$ cat src/rtl/avst_pattern_gen_pkg.sv
// Shared types and constants for the Avalon-ST video test-pattern source.
// Latency: none (declarations only).
// Backpressure: not applicable.
package avst_pattern_gen_pkg;

  typedef enum logic [1:0] {
    MODE_BARS  = 2'd0,
    MODE_GRID  = 2'd1,
    MODE_RAMP  = 2'd2,
    MODE_SOLID = 2'd3
  } mode_e;

  typedef enum logic [2:0] {
    ST_IDLE      = 3'd0,
    ST_CTRL_HDR  = 3'd1,
    ST_CTRL_DATA = 3'd2,
    ST_VID_HDR   = 3'd3,
    ST_VID_DATA  = 3'd4
  } state_e;

  localparam logic [3:0] PKT_TYPE_CTRL = 4'hF;
  localparam logic [3:0] PKT_TYPE_VID  = 4'h0;

  // width (4 nibbles), height (4 nibbles), interlace nibble
  localparam int CTRL_NIBBLES = 9;

  // Colour-bar lookup: returns {R,G,B} on/off bits for bar 0..7
  function automatic logic [2:0] bar_rgb(input logic [2:0] idx);
    case (idx)
      3'd0:    bar_rgb = 3'b111; // white
      3'd1:    bar_rgb = 3'b110; // yellow
      3'd2:    bar_rgb = 3'b011; // cyan
      3'd3:    bar_rgb = 3'b010; // green
      3'd4:    bar_rgb = 3'b101; // magenta
      3'd5:    bar_rgb = 3'b100; // red
      3'd6:    bar_rgb = 3'b001; // blue
      default: bar_rgb = 3'b000; // black
    endcase
  endfunction

endpackage

$ cat src/rtl/avst_pattern_pixel.sv
// Combinational pixel colour for one beat from pattern mode and position.
// Latency: 0 cycles (pure combinational).
// Backpressure: none; caller holds inputs stable while stalled.
module avst_pattern_pixel
  import avst_pattern_gen_pkg::*;
#(
  parameter int BPS       = 8,
  parameter int GRID_LOG2 = 4
) (
  input  mode_e                  mode,
  input  logic [BPS-1:0]         ramp_v,
  input  logic [GRID_LOG2-1:0]   grid_x,
  input  logic [GRID_LOG2-1:0]   grid_y,
  input  logic [2:0]             bar_idx,
  input  logic [3*BPS-1:0]       solid,
  output logic [BPS-1:0]         pix_r,
  output logic [BPS-1:0]         pix_g,
  output logic [BPS-1:0]         pix_b
);

  logic [2:0] bar_bits;
  logic       grid_on;

  assign bar_bits = bar_rgb(bar_idx);
  assign grid_on  = (grid_x == '0) || (grid_y == '0);

  // Select the channel values for the active pattern
  always_comb begin
    pix_r = '0;
    pix_g = '0;
    pix_b = '0;
    case (mode)
      MODE_BARS: begin
        pix_r = {BPS{bar_bits[2]}};
        pix_g = {BPS{bar_bits[1]}};
        pix_b = {BPS{bar_bits[0]}};
      end
      MODE_GRID: begin
        pix_r = {BPS{grid_on}};
        pix_g = {BPS{grid_on}};
        pix_b = {BPS{grid_on}};
      end
      MODE_RAMP: begin
        pix_r = ramp_v;
        pix_g = ramp_v;
        pix_b = ramp_v;
      end
      MODE_SOLID: begin
        {pix_r, pix_g, pix_b} = solid;
      end
      default: begin
        pix_r = '0;
        pix_g = '0;
        pix_b = '0;
      end
    endcase
  end

endmodule

$ cat src/rtl/avst_pattern_gen.sv
// Avalon-ST Video pattern source: control packet then W*H-pixel video packet per frame; AVST_PATTERN_GEN_SCROLL_EN adds a per-frame horizontal scroll.
// Latency: first header beat valid the cycle after enable is sampled; back-to-back beats and frames with no bubbles.
// Backpressure: registered outputs hold while valid && !ready; FSM and counters advance only on an accepted beat.
module avst_pattern_gen
  import avst_pattern_gen_pkg::*;
#(
  parameter int BPS        = 8,
  parameter int SYMBOLS    = 3,
  parameter int MAX_WIDTH  = 1920,
  parameter int MAX_HEIGHT = 1080,
  parameter int GRID_LOG2  = 4
) (
  input  logic                     clk_clk,
  input  logic                     reset_reset,
  input  logic                     enable,
  input  logic [1:0]               mode,
  input  logic [15:0]              width,
  input  logic [15:0]              height,
  input  logic [3*BPS-1:0]         solid_colour,
  output logic [SYMBOLS*BPS-1:0]   dout_data,
  output logic                     dout_valid,
  input  logic                     dout_ready,
  output logic                     dout_sop,
  output logic                     dout_eop,
  output logic                     frame_done,
  output logic                     busy
);

  localparam int CW         = $clog2(MAX_WIDTH + 1);
  localparam int HW         = $clog2(MAX_HEIGHT + 1);
  localparam int DW         = SYMBOLS * BPS;
  localparam int CTRL_BEATS = (CTRL_NIBBLES + SYMBOLS - 1) / SYMBOLS;
  localparam int CBW        = (CTRL_BEATS > 1) ? $clog2(CTRL_BEATS) : 1;

  state_e            state, state_n;
  mode_e             mode_q;
  logic [CW-1:0]     w_q, bar_w_q;
  logic [HW-1:0]     h_q;
  logic [3*BPS-1:0]  solid_q;

  logic [CBW-1:0]    cbeat, cbeat_n;
  logic [CW-1:0]     x, x_n, xp, xp_n, bcnt, bcnt_n;
  logic [HW-1:0]     y, y_n;
  logic [2:0]        bidx, bidx_n;

  // Per-line starting point of the displayed x' and its bar position
  logic [CW-1:0]     xs, bcnt_s;
  logic [2:0]        bidx_s;

  logic              acc, latch, last_px, line_end;
  logic [CW-1:0]     w_clamp, bar_w_calc;
  logic [HW-1:0]     h_clamp;

  logic [DW-1:0]     data_n, ctrl_dat;
  logic              valid_n, sop_n, eop_n;
  logic [BPS-1:0]    pix_r, pix_g, pix_b, ramp_v;
  logic [15:0]       w16, h16;
  logic [4*CTRL_NIBBLES-1:0] nib_vec;

  assign acc      = dout_valid && dout_ready;
  assign line_end = (x == w_q - 1'b1);
  assign last_px  = line_end && (y == h_q - 1'b1);
  assign busy     = (state != ST_IDLE);

  // Clamp the requested frame size into 1..MAX and derive the bar width
  always_comb begin
    w_clamp = '0;
    h_clamp = '0;
    if (width == 16'd0)                 w_clamp = CW'(1);
    else if (width > 16'(MAX_WIDTH))    w_clamp = CW'(MAX_WIDTH);
    else                                w_clamp = width[CW-1:0];
    if (height == 16'd0)                h_clamp = HW'(1);
    else if (height > 16'(MAX_HEIGHT))  h_clamp = HW'(MAX_HEIGHT);
    else                                h_clamp = height[HW-1:0];
    bar_w_calc = w_clamp >> 3;
    if (bar_w_calc == '0) bar_w_calc = CW'(1);
  end

`ifdef AVST_PATTERN_GEN_SCROLL_EN
  logic [15:0]   x_offset;
  logic [CW-1:0] xs_c, q_c, bcnt_c;
  logic [2:0]    bidx_c;

  // Scroll offset advances once per completed frame
  always_ff @(posedge clk_clk) begin
    if (reset_reset)
      x_offset <= '0;
    else if (acc && (state == ST_VID_DATA) && last_px)
      x_offset <= x_offset + 1'b1;
  end

  // Locate the first displayed column of each line within the bar layout
  always_comb begin
    xs_c   = CW'(x_offset % 16'(w_q));
    q_c    = xs_c / bar_w_q;
    bidx_c = (q_c > CW'(7)) ? 3'd7 : q_c[2:0];
    bcnt_c = xs_c - CW'(bidx_c) * bar_w_q;
  end

  // Line-start values are settled while the control packet is still streaming
  always_ff @(posedge clk_clk) begin
    if (reset_reset) begin
      xs     <= '0;
      bidx_s <= '0;
      bcnt_s <= '0;
    end else if (state == ST_CTRL_DATA) begin
      xs     <= xs_c;
      bidx_s <= bidx_c;
      bcnt_s <= bcnt_c;
    end
  end
`else
  assign xs     = '0;
  assign bidx_s = '0;
  assign bcnt_s = '0;
`endif

  // Next-state and position counters; everything moves only on an accepted beat
  always_comb begin
    state_n = state;
    latch   = 1'b0;
    cbeat_n = cbeat;
    x_n     = x;
    xp_n    = xp;
    y_n     = y;
    bidx_n  = bidx;
    bcnt_n  = bcnt;
    case (state)
      ST_IDLE: begin
        if (enable) begin
          state_n = ST_CTRL_HDR;
          latch   = 1'b1;
        end
      end
      ST_CTRL_HDR: begin
        if (acc) begin
          state_n = ST_CTRL_DATA;
          cbeat_n = '0;
        end
      end
      ST_CTRL_DATA: begin
        if (acc) begin
          if (cbeat == CBW'(CTRL_BEATS - 1)) state_n = ST_VID_HDR;
          else                              cbeat_n = cbeat + 1'b1;
        end
      end
      ST_VID_HDR: begin
        if (acc) begin
          state_n = ST_VID_DATA;
          x_n     = '0;
          y_n     = '0;
          xp_n    = xs;
          bidx_n  = bidx_s;
          bcnt_n  = bcnt_s;
        end
      end
      ST_VID_DATA: begin
        if (acc) begin
          if (last_px) begin
            state_n = enable ? ST_CTRL_HDR : ST_IDLE;
            latch   = enable;
          end else if (line_end) begin
            x_n    = '0;
            y_n    = y + 1'b1;
            xp_n   = xs;
            bidx_n = bidx_s;
            bcnt_n = bcnt_s;
          end else begin
            x_n = x + 1'b1;
            if (xp == w_q - 1'b1) begin
              // displayed column wraps back to the left edge mid-line
              xp_n   = '0;
              bidx_n = '0;
              bcnt_n = '0;
            end else begin
              xp_n = xp + 1'b1;
              if (bidx != 3'd7) begin
                if (bcnt == bar_w_q - 1'b1) begin
                  bidx_n = bidx + 1'b1;
                  bcnt_n = '0;
                end else begin
                  bcnt_n = bcnt + 1'b1;
                end
              end
            end
          end
        end
      end
      default: state_n = ST_IDLE;
    endcase
  end

  assign w16     = 16'(w_q);
  assign h16     = 16'(h_q);
  assign nib_vec = {4'h0, h16[3:0], h16[7:4], h16[11:8], h16[15:12],
                          w16[3:0], w16[7:4], w16[11:8], w16[15:12]};

  // Spread control-packet nibbles over the symbols of the selected beat
  always_comb begin
    ctrl_dat = '0;
    for (int s = 0; s < SYMBOLS; s++) begin
      if (int'(cbeat_n) * SYMBOLS + s < CTRL_NIBBLES)
        ctrl_dat[s*BPS +: 4] = nib_vec[4*(int'(cbeat_n) * SYMBOLS + s) +: 4];
    end
  end

  assign ramp_v = BPS'(xp_n);

  avst_pattern_pixel #(
    .BPS       (BPS),
    .GRID_LOG2 (GRID_LOG2)
  ) u_pixel (
    .mode    (mode_q),
    .ramp_v  (ramp_v),
    .grid_x  (xp_n[GRID_LOG2-1:0]),
    .grid_y  (y_n[GRID_LOG2-1:0]),
    .bar_idx (bidx_n),
    .solid   (solid_q),
    .pix_r   (pix_r),
    .pix_g   (pix_g),
    .pix_b   (pix_b)
  );

  // Build the beat that will be presented in the next state
  always_comb begin
    data_n  = '0;
    valid_n = 1'b0;
    sop_n   = 1'b0;
    eop_n   = 1'b0;
    case (state_n)
      ST_CTRL_HDR: begin
        valid_n     = 1'b1;
        sop_n       = 1'b1;
        data_n[3:0] = PKT_TYPE_CTRL;
      end
      ST_CTRL_DATA: begin
        valid_n = 1'b1;
        data_n  = ctrl_dat;
        eop_n   = (cbeat_n == CBW'(CTRL_BEATS - 1));
      end
      ST_VID_HDR: begin
        valid_n     = 1'b1;
        sop_n       = 1'b1;
        data_n[3:0] = PKT_TYPE_VID;
      end
      ST_VID_DATA: begin
        valid_n             = 1'b1;
        data_n[3*BPS-1:0]   = {pix_r, pix_g, pix_b};
        for (int s = 3; s < SYMBOLS; s++)
          data_n[s*BPS +: BPS] = '1;
        eop_n = (x_n == w_q - 1'b1) && (y_n == h_q - 1'b1);
      end
      default: begin
        valid_n = 1'b0;
      end
    endcase
  end

  // FSM state and position counters
  always_ff @(posedge clk_clk) begin
    if (reset_reset) begin
      state <= ST_IDLE;
      cbeat <= '0;
      x     <= '0;
      xp    <= '0;
      y     <= '0;
      bidx  <= '0;
      bcnt  <= '0;
    end else begin
      state <= state_n;
      cbeat <= cbeat_n;
      x     <= x_n;
      xp    <= xp_n;
      y     <= y_n;
      bidx  <= bidx_n;
      bcnt  <= bcnt_n;
    end
  end

  // Frame parameters are captured only at a frame boundary
  always_ff @(posedge clk_clk) begin
    if (reset_reset) begin
      mode_q  <= MODE_BARS;
      w_q     <= '0;
      h_q     <= '0;
      bar_w_q <= '0;
      solid_q <= '0;
    end else if (latch) begin
      mode_q  <= mode_e'(mode);
      w_q     <= w_clamp;
      h_q     <= h_clamp;
      bar_w_q <= bar_w_calc;
      solid_q <= solid_colour;
    end
  end

  // Output register: reloads when empty or when the current beat is taken
  always_ff @(posedge clk_clk) begin
    if (reset_reset) begin
      dout_valid <= 1'b0;
      dout_data  <= '0;
      dout_sop   <= 1'b0;
      dout_eop   <= 1'b0;
    end else if (!dout_valid || dout_ready) begin
      dout_valid <= valid_n;
      dout_data  <= data_n;
      dout_sop   <= sop_n;
      dout_eop   <= eop_n;
    end
  end

  // Pulse once when the final pixel of a frame is accepted
  always_ff @(posedge clk_clk) begin
    if (reset_reset) frame_done <= 1'b0;
    else             frame_done <= acc && (state == ST_VID_DATA) && last_px;
  end

endmodule

$ cat config.mk
export PLATFORM = sky130hd
export DESIGN_NAME = avst_pattern_gen
export DESIGN_NICKNAME = d
export VERILOG_FILES = /design/src/rtl/avst_pattern_gen_pkg.sv /design/src/rtl/avst_pattern_pixel.sv /design/src/rtl/avst_pattern_gen.sv
export SDC_FILE = /design/constraint.sdc
export NUM_CORES = 1
export LEC_CHECK = 0
export CAP_MARGIN = 5
export CORE_AREA = 4 4 133 135
export DETAILED_ROUTE_END_ITERATION = 8
export DIE_AREA = 0 0 137 139
export PLACE_DENSITY_LB_ADDON = 0.25
export SLEW_MARGIN = 20
export SYNTH_ARGS = -nofsm -noshare
export SYNTH_HDL_FRONTEND = slang
export SYNTH_SLANG_ARGS = --single-unit
$ cat constraint.sdc
create_clock -name clk_clk -period 4.16 [get_ports clk_clk]
set_input_delay 0.416 -clock clk_clk [delete_from_list [all_inputs] [get_ports clk_clk]]
set_output_delay 0.416 -clock clk_clk [all_outputs]
set_load 0.02 [all_outputs]
## Word-level counts from Yosys, hierarchy flattened

Cells that the tools add are included.

| cells by class | value |
|---|---|
| add/subtract/negate cells | 11 |
| multipliers | 1 |
| order comparisons | 5 |
| equal/unequal tests | 30 |
| shift-type cells | 3 |
| mux-type cells | 66 |
| reduce and logical (&&, ||, !) cells | 22 |

Operator list:

| cell | number |
|---|---|
| two-way mux 11 bit | 24 |
| < comparator 32 x 5 -> 1 bit (second input constant) | 3 |
| one-hot mux 8 bit (4 select lines) | 3 |
| one-hot mux 11 bit (2 select lines) | 4 |
| indexed part select 36 x 32 -> 4 bit | 2 |
| == test 11 bit | 6 |
| adder 11 x 1 -> 11 bit (second input constant) | 4 |
| two-way mux 3 bit | 14 |
| one-hot mux 20 bit (2 select lines) | 1 |
| indexed part select 36 x 8 -> 4 bit | 1 |
| subtractor 11 x 1 -> 11 bit (second input constant) | 3 |
| adder 32 x 2 -> 32 bit (second input constant) | 1 |
| greater-than comparator 16 x 11 -> 1 bit (second input constant) | 2 |
| zero test 16 bit | 2 |
| one-hot mux 3 bit (7 select lines) | 1 |
| == test 3 x 2 -> 1 bit (second input constant) | 6 |
| == test 3 bit (second input constant) | 5 |
| one-hot mux 3 bit (5 select lines) | 1 |
| two-way mux 4 bit | 3 |
| one-hot mux 4 bit (3 select lines) | 1 |
| zero test 11 bit | 1 |
| == test 3 x 1 -> 1 bit (second input constant) | 3 |
| == test 2 bit (second input constant) | 4 |
| zero test 4 bit | 2 |
| other kinds (25) | 41 |

| word-level totals | value |
|---|---|
| register bits | 139 |
| input port bits | 62 |
| output and inout port bits | 29 |
| word-level logic and storage cells | 156 |

## Longest topological paths before layout

| depth | value |
|---|---|
| depth in word-level cells | 13 |
| mapped depth | 18 |
| mapped depth without buffers | 13 |

## By module

A second synthesis with hierarchy kept.

| second synthesis, totals | value |
|---|---|
| cells, all modules | 1161 |
| area, all modules | 8730.9 µm² |

By module, submodules not included:

| module | times used | cells each | area an instance (µm²) | seq. area each (µm²) |
|---|---|---|---|---|
| avst_pattern_gen | 1 | 1091 | 8303.0 | 2722.6 |
| avst_pattern_pixel | 1 | 70 | 427.9 | 0.0 |

## Worst setup path after synthesis

OpenSTA, ideal clock, no wires.

| timing | value |
|---|---|
| path type | flip-flop to flip-flop |
| start | reg w_q[0] |
| end | reg dout_eop |
| library setup time | 96 ps |
| data arrival time | 3674 ps |
| required time | 4064 ps |
| path slack | 390 ps |
| stages on the path, launching flop included | 17 |
| buffers on the path | 3 |
| period minus slack after synthesis | 3770 ps |
| cell sequence | dfxtp_1 buf_2 inv_1 ha_1 or3b_1 clkbuf_1 nor2_1 a2111oi_0 and3_1 buf_2 nand3_4 a2111oi_4 o221ai_1 or4_1 nor4_1 nand4_1 o41ai_2 |

| on the way | value |
|---|---|
| cells in the longest elaborated chain, start to end | 9 |
| elaborated cells between the ends (all ways) | 20 |
| classes of those cells | add/sub (1); eq/ne (5); mux (12); reduce/logical (2) |

RTL lines:

| item | RTL line | source |
|---|---|---|
| start, declared | avst_pattern_gen.sv:37 | `logic [CW-1:0] w_q, bar_w_q;` |
| start signal, assigned | avst_pattern_gen.sv:290 | `w_q <= w_clamp;` |
| subtractor 11 x 1 -> 11 bit * | avst_pattern_gen.sv:61, avst_pattern_gen.sv:251 |  |
| == test 11 bit | avst_pattern_gen.sv:61 | `assign line_end = (x == w_q - 1'b1);` |
| two-way mux 11 bit / logical AND 1 bit (equally long branches) | avst_pattern_gen.sv:162, avst_pattern_gen.sv:62 |  |
| two-way mux 11 bit | avst_pattern_gen.sv:159 | `if (last_px) begin` |
| two-way mux 11 bit | avst_pattern_gen.sv:158 | `if (acc) begin` |
| one-hot mux 11 bit (2 select lines) | avst_pattern_gen.sv:128 | `case (state)` |
| == test 11 bit | avst_pattern_gen.sv:251 | `eop_n = (x_n == w_q - 1'b1) && (y_n == h_q - 1'b1);` |
| logical AND 1 bit | avst_pattern_gen.sv:251 |  |
| one-hot mux 1 bit (2 select lines) * | avst_pattern_gen.sv:230 | `case (state_n)` |
| end signal, assigned | avst_pattern_gen.sv:308 | `dout_eop <= eop_n;` |
| end, declared | avst_pattern_gen.sv:24 | `output logic dout_eop,` |

Every way passes the cells marked *; elsewhere a longest branch is shown, timed or not.
A chain may end at the register's enable or synchronous reset.

## Worst setup path after layout

| timing | value |
|---|---|
| start | reg w_q[7] |
| end | reg dout_data[9] |

| on the way | value |
|---|---|
| cells in the longest elaborated chain, start to end | 11 |
| elaborated cells between the ends (all ways) | 36 |
| classes of those cells | add/sub (1); eq/ne (10); mux (20); reduce/logical (5) |

RTL lines:

| item | RTL line | source |
|---|---|---|
| subtractor 11 x 1 -> 11 bit * | avst_pattern_gen.sv:61, avst_pattern_gen.sv:170 |  |
| == test 11 bit | avst_pattern_gen.sv:170 | `if (xp == w_q - 1'b1) begin` |
| two-way mux 3 bit / two-way mux 11 bit (equally long branches) | avst_pattern_gen.sv:170 |  |
| two-way mux 3 bit / two-way mux 11 bit (equally long branches) | avst_pattern_gen.sv:162 | `end else if (line_end) begin` |
| two-way mux 3 bit / two-way mux 11 bit (equally long branches) | avst_pattern_gen.sv:159 |  |
| two-way mux 3 bit / two-way mux 11 bit (equally long branches) | avst_pattern_gen.sv:158 |  |
| one-hot mux 3 bit (2 select lines) / one-hot mux 11 bit (2 select lines) (equally long branches) | avst_pattern_gen.sv:128 |  |
| == test 3 bit, or another cell as far along | avst_pattern_gen_pkg.sv:29 | `case (idx)` |
| one-hot mux 3 bit (7 select lines) / logical OR 1 bit (equally long branches) | avst_pattern_gen_pkg.sv:29, avst_pattern_pixel.sv:25 |  |
| one-hot mux 8 bit (4 select lines) | avst_pattern_pixel.sv:32 | `case (mode)` |
| one-hot mux 20 bit (2 select lines) * | avst_pattern_gen.sv:230 |  |
| end signal, assigned | avst_pattern_gen.sv:306 | `dout_data <= data_n;` |
| end, declared | avst_pattern_gen.sv:20 | `output logic [SYMBOLS*BPS-1:0] dout_data,` |

Every way passes the cells marked *; elsewhere a longest branch is shown, timed or not. The select of a mux whose other input is x is not followed.

==> summary.md <==
| Metric | Value |
|---|---|
| Status | `finished clean` |
| P per Cell Area | `325 mW/mm²` |
| Number of nets still failing antenna checks after routing | `0` |
| Max IR drop VDD | `399 µV` |
| DRT iter0 DRCs | `959` |
| Longest Clk Path Bufs | `2` |
| Drt first pass iters | `5` |
| Layout cells sized above 1 | `0.108` |
| Warnings, synthesis | `0` |
| Max-Cap Viols | `0` |
| GRT Residual Overflow | `0` |
| Io pins | `91` |
| Placed insts | `1487` |
| Pins Over Slew Limit | `0` |
| Comb pwr share | `0.162` |
| Largest net degree at the start of global routing | `60` |
| Site Rows | `47` |
| Area growth syn-to-layout | `23.1%` |
| Hold_ws | `0.454 ns` |
| Number of antenna diodes | `0` |
| Overall Global Routing Usage | `0.328` |
| Core area | `0.0165 mm²` |
| Clock transition at path regs | `0.07 ns` |
| Avg Synthesized Cell Area | `7.51 µm²` |
| Final period utilization | `0.960` |
| Vias | `9546` |
| TritonCTS Buffers | `17` |
| Die ar. | `0.0190 mm²` |
| Post-DP Area | `0.0104 mm²` |
| Arrival time worst endpoint | `4.34 ns` |
| Sw power | `1.04 mW` |
| Post-DP HPWL | `23.3 mm` |
| Initial antenna violation count | `0` |
| Power Internal | `2.55 mW` |
| Multi-input logic area | `0.00596 mm²` |
| Setup tns final | `0 ns` |
| Crit path kind | `flip-flop to flip-flop` |
| Synth Net Count | `1272` |
| H-tree lvl count | `4` |
| Sink Count | `136` |
| CTS root buf | `clkbuf_16` |
| Top FF cell, synth | `dfxtp_1` |
| Final Skew | `0.0100 ns` |
| Commonest non-fill, non-tap cell in the layout | `nand2_1` |
| Sequential area share after synthesis | `0.303` |
| Relative slew margins | `0.353` |
| DR DRC count | `0` |
| # fillers | `1457` |
| Req. time, crit path | `4.51 ns` |
| Worst-margin pin slew | `0.967 ns` |
| Post-synthesis register bit count | `136` |
| Asr flop ratio synth | `0` |
| Vias per Instance | `6.28` |
| Register area | `0.00272 mm²` |
| Gate Count Post-Synth | `1197` |
| Height of the die | `139 µm` |
| PortBufs | `90` |
| Final GP Congestion | `0.981` |
| Vias in the first global route | `9038` |
| Fin crit period | `3.99 ns` |
| RSZ-0062 raised after global routing | `yes` |
| WL/cell | `20.7 µm` |
| Worst Setup Start Kind | `flip-flop` |
| NumNets Final | `1363` |
| Clock share of power | `0.451` |
| Nature of the critical path endpoint | `flip-flop` |
| EDFF count, synth | `0` |
| Post-route design area | `0.0111 mm²` |
| Post-Layout Cell Count | `1520` |
| Sequential fraction of design power | `0.387` |
| Worst-skew pair later-pin latency | `0.43 ns` |
| Final hold violation count | `0` |
| Final setup viols | `0` |
| Crit path max fanout | `5` |
| Hold Crit Class | `flip-flop to flip-flop` |
| First-pass GRT wire length | `49.3 mm` |
| CTS tree | `yes` |
| Post-Syn Area | `0.00899 mm²` |
| Fmax achieved | `250 MHz` |
| Most frequent cells in the layout | `nand2_1 (157), dfxtp_1 (136), nor2_1 (125), a21oi_1 (100), clkdlybuf4s50_1 (89)` |
| Initial Util | `0.546` |
| Final WL | `31.4 mm` |
| Sw Ratio | `0.290` |
| Leak Pwr | `3.97 nW` |
| Synth cell types | `83` |
| Die Wd | `137 µm` |
area by class of cell:
type / instances / area share
flip-flops and latches: 136 / 0.246
clock buffers: 17 / 0.0384
inverters: 19 / 0.00644
clock inverters: 14 / 0.0170
well taps: 220 / 0.0249
repair buffers: 158 / 0.129
multi-input cells: 956 / 0.538
power by group through the flow:
stage | registers (mW) | clock network [mW] | logic [mW]
after floorplan | 1.41 | 0 | 0.342
after global placement | 1.42 | 0 | 0.557
after detailed placement | 1.42 | 0 | 0.562
after CTS | 1.39 | 1.62 | 0.566
after global routing | 1.40 | 1.69 | 0.627
final | 1.39 | 1.62 | 0.583
kinds of logic after synthesis:
kind of cell	after synthesis	share of synthesized area
simple gates	536	0.294
mux	14	0.0159
xor+xnor	88	0.0957
compound gates	305	0.227
fa+ha+maj	13	0.0181
flops	136	0.303
buf+inv	105	0.0466
final timing paths:
check	start	end	slack, ns	cells after the start
max	w_q[7]$_SDFFE_PP0P_	dout_data[9]$_SDFFE_PP0P_	0.17	12
min	solid_q[14]$_SDFFE_PP0P_	solid_q[14]$_SDFFE_PP0P_	0.45	2
max reg2reg	w_q[7]$_SDFFE_PP0P_	dout_data[9]$_SDFFE_PP0P_	0.17	12
min reg2reg	solid_q[14]$_SDFFE_PP0P_	solid_q[14]$_SDFFE_PP0P_	0.45	2
sequential cells by signal, indices dropped and copies added, names as in the netlist:
register,cells
x,11
mode_q,2
state,3
y,11
xp,11
bidx,3
bar_w_q,8
h_q,11
frame_done,1
w_q,11
dout_data,24
cbeat,2
dout_sop,1
dout_eop,1
bcnt,11
dout_valid,1
solid_q,24
per-stage QoR:
stage	power [mW]	util	setup slack (ns)
after floorplan	1.75	-	0.390
after global placement	1.97	0.629	0.175
after detailed placement	1.98	0.629	0.122
after CTS	3.58	0.666	0.0933
after global routing	3.72	0.672	-0.0952
final	3.59	0.672	0.167
layer usage:
| metal | GRT usage | wire, µm | up-vias |
|---|---|---|---|
| met5 | 0 | 0 | - |
| met1 | 0.449 | 13200 | 4472 |
| met4 | 0.121 | 1110 | 0 |
| met3 | 0.0791 | 3090 | 83 |
| met2 | 0.502 | 14000 | 468 |
| li1 | - | - | 4523 |
cell usage after synthesis (6+ instances only):
cell type	n	area share
a211oi_1	17	0.014
a21boi_0	6	0.0050
a21oi_1	101	0.056
a22o_1	11	0.011
a31oi_1	18	0.013
and2_1	16	0.011
and3_1	11	0.0077
buf_1	6	0.0025
buf_2	8	0.0045
clkbuf_1	70	0.029
dfxtp_1	136	0.30
ha_1	13	0.018
inv_1	19	0.0079
mux2i_1	12	0.013
nand2_1	157	0.066
nand2b_1	11	0.0077
nand3_1	60	0.033
nand3b_1	6	0.0050
nand4_1	17	0.012
nor2_1	125	0.052
nor2b_1	8	0.0056
nor3_1	38	0.021
nor3b_1	6	0.0050
nor4_1	26	0.018
o211ai_1	15	0.013
o21a_1	8	0.0067
o21ai_0	44	0.024
o21bai_1	6	0.0050
o22ai_1	6	0.0042
o32ai_1	6	0.0058
or2_2	6	0.0042
or3_1	17	0.012
xnor2_1	59	0.057
xnor3_1	6	0.015
xor2_1	22	0.021
what timing repair did:
| item | 4_1_cts | 5_1_grt |
|---|---|---|
| resized for setup | 0 | 16 |
| buffers inserted | 0 | 2 |
| hold buffers | 0 | 0 |
| endpoints found under the setup margin | 0 | 24 |
critical path, cell delays in order (launching register included):
cell	delay (ns)
dfxtp_1	0.36
nor3_1	0.50
nand3_1	0.29
xnor2_1	0.66
xnor2_1	0.21
nand4b_1	0.27
nand3_1	0.23
o21ai_0	0.14
a22o_1	0.28
a21oi_1	0.46
buf_4	0.23
o2111ai_1	0.11
a21oi_1	0.17
Power figures use the tool's default switching activity.
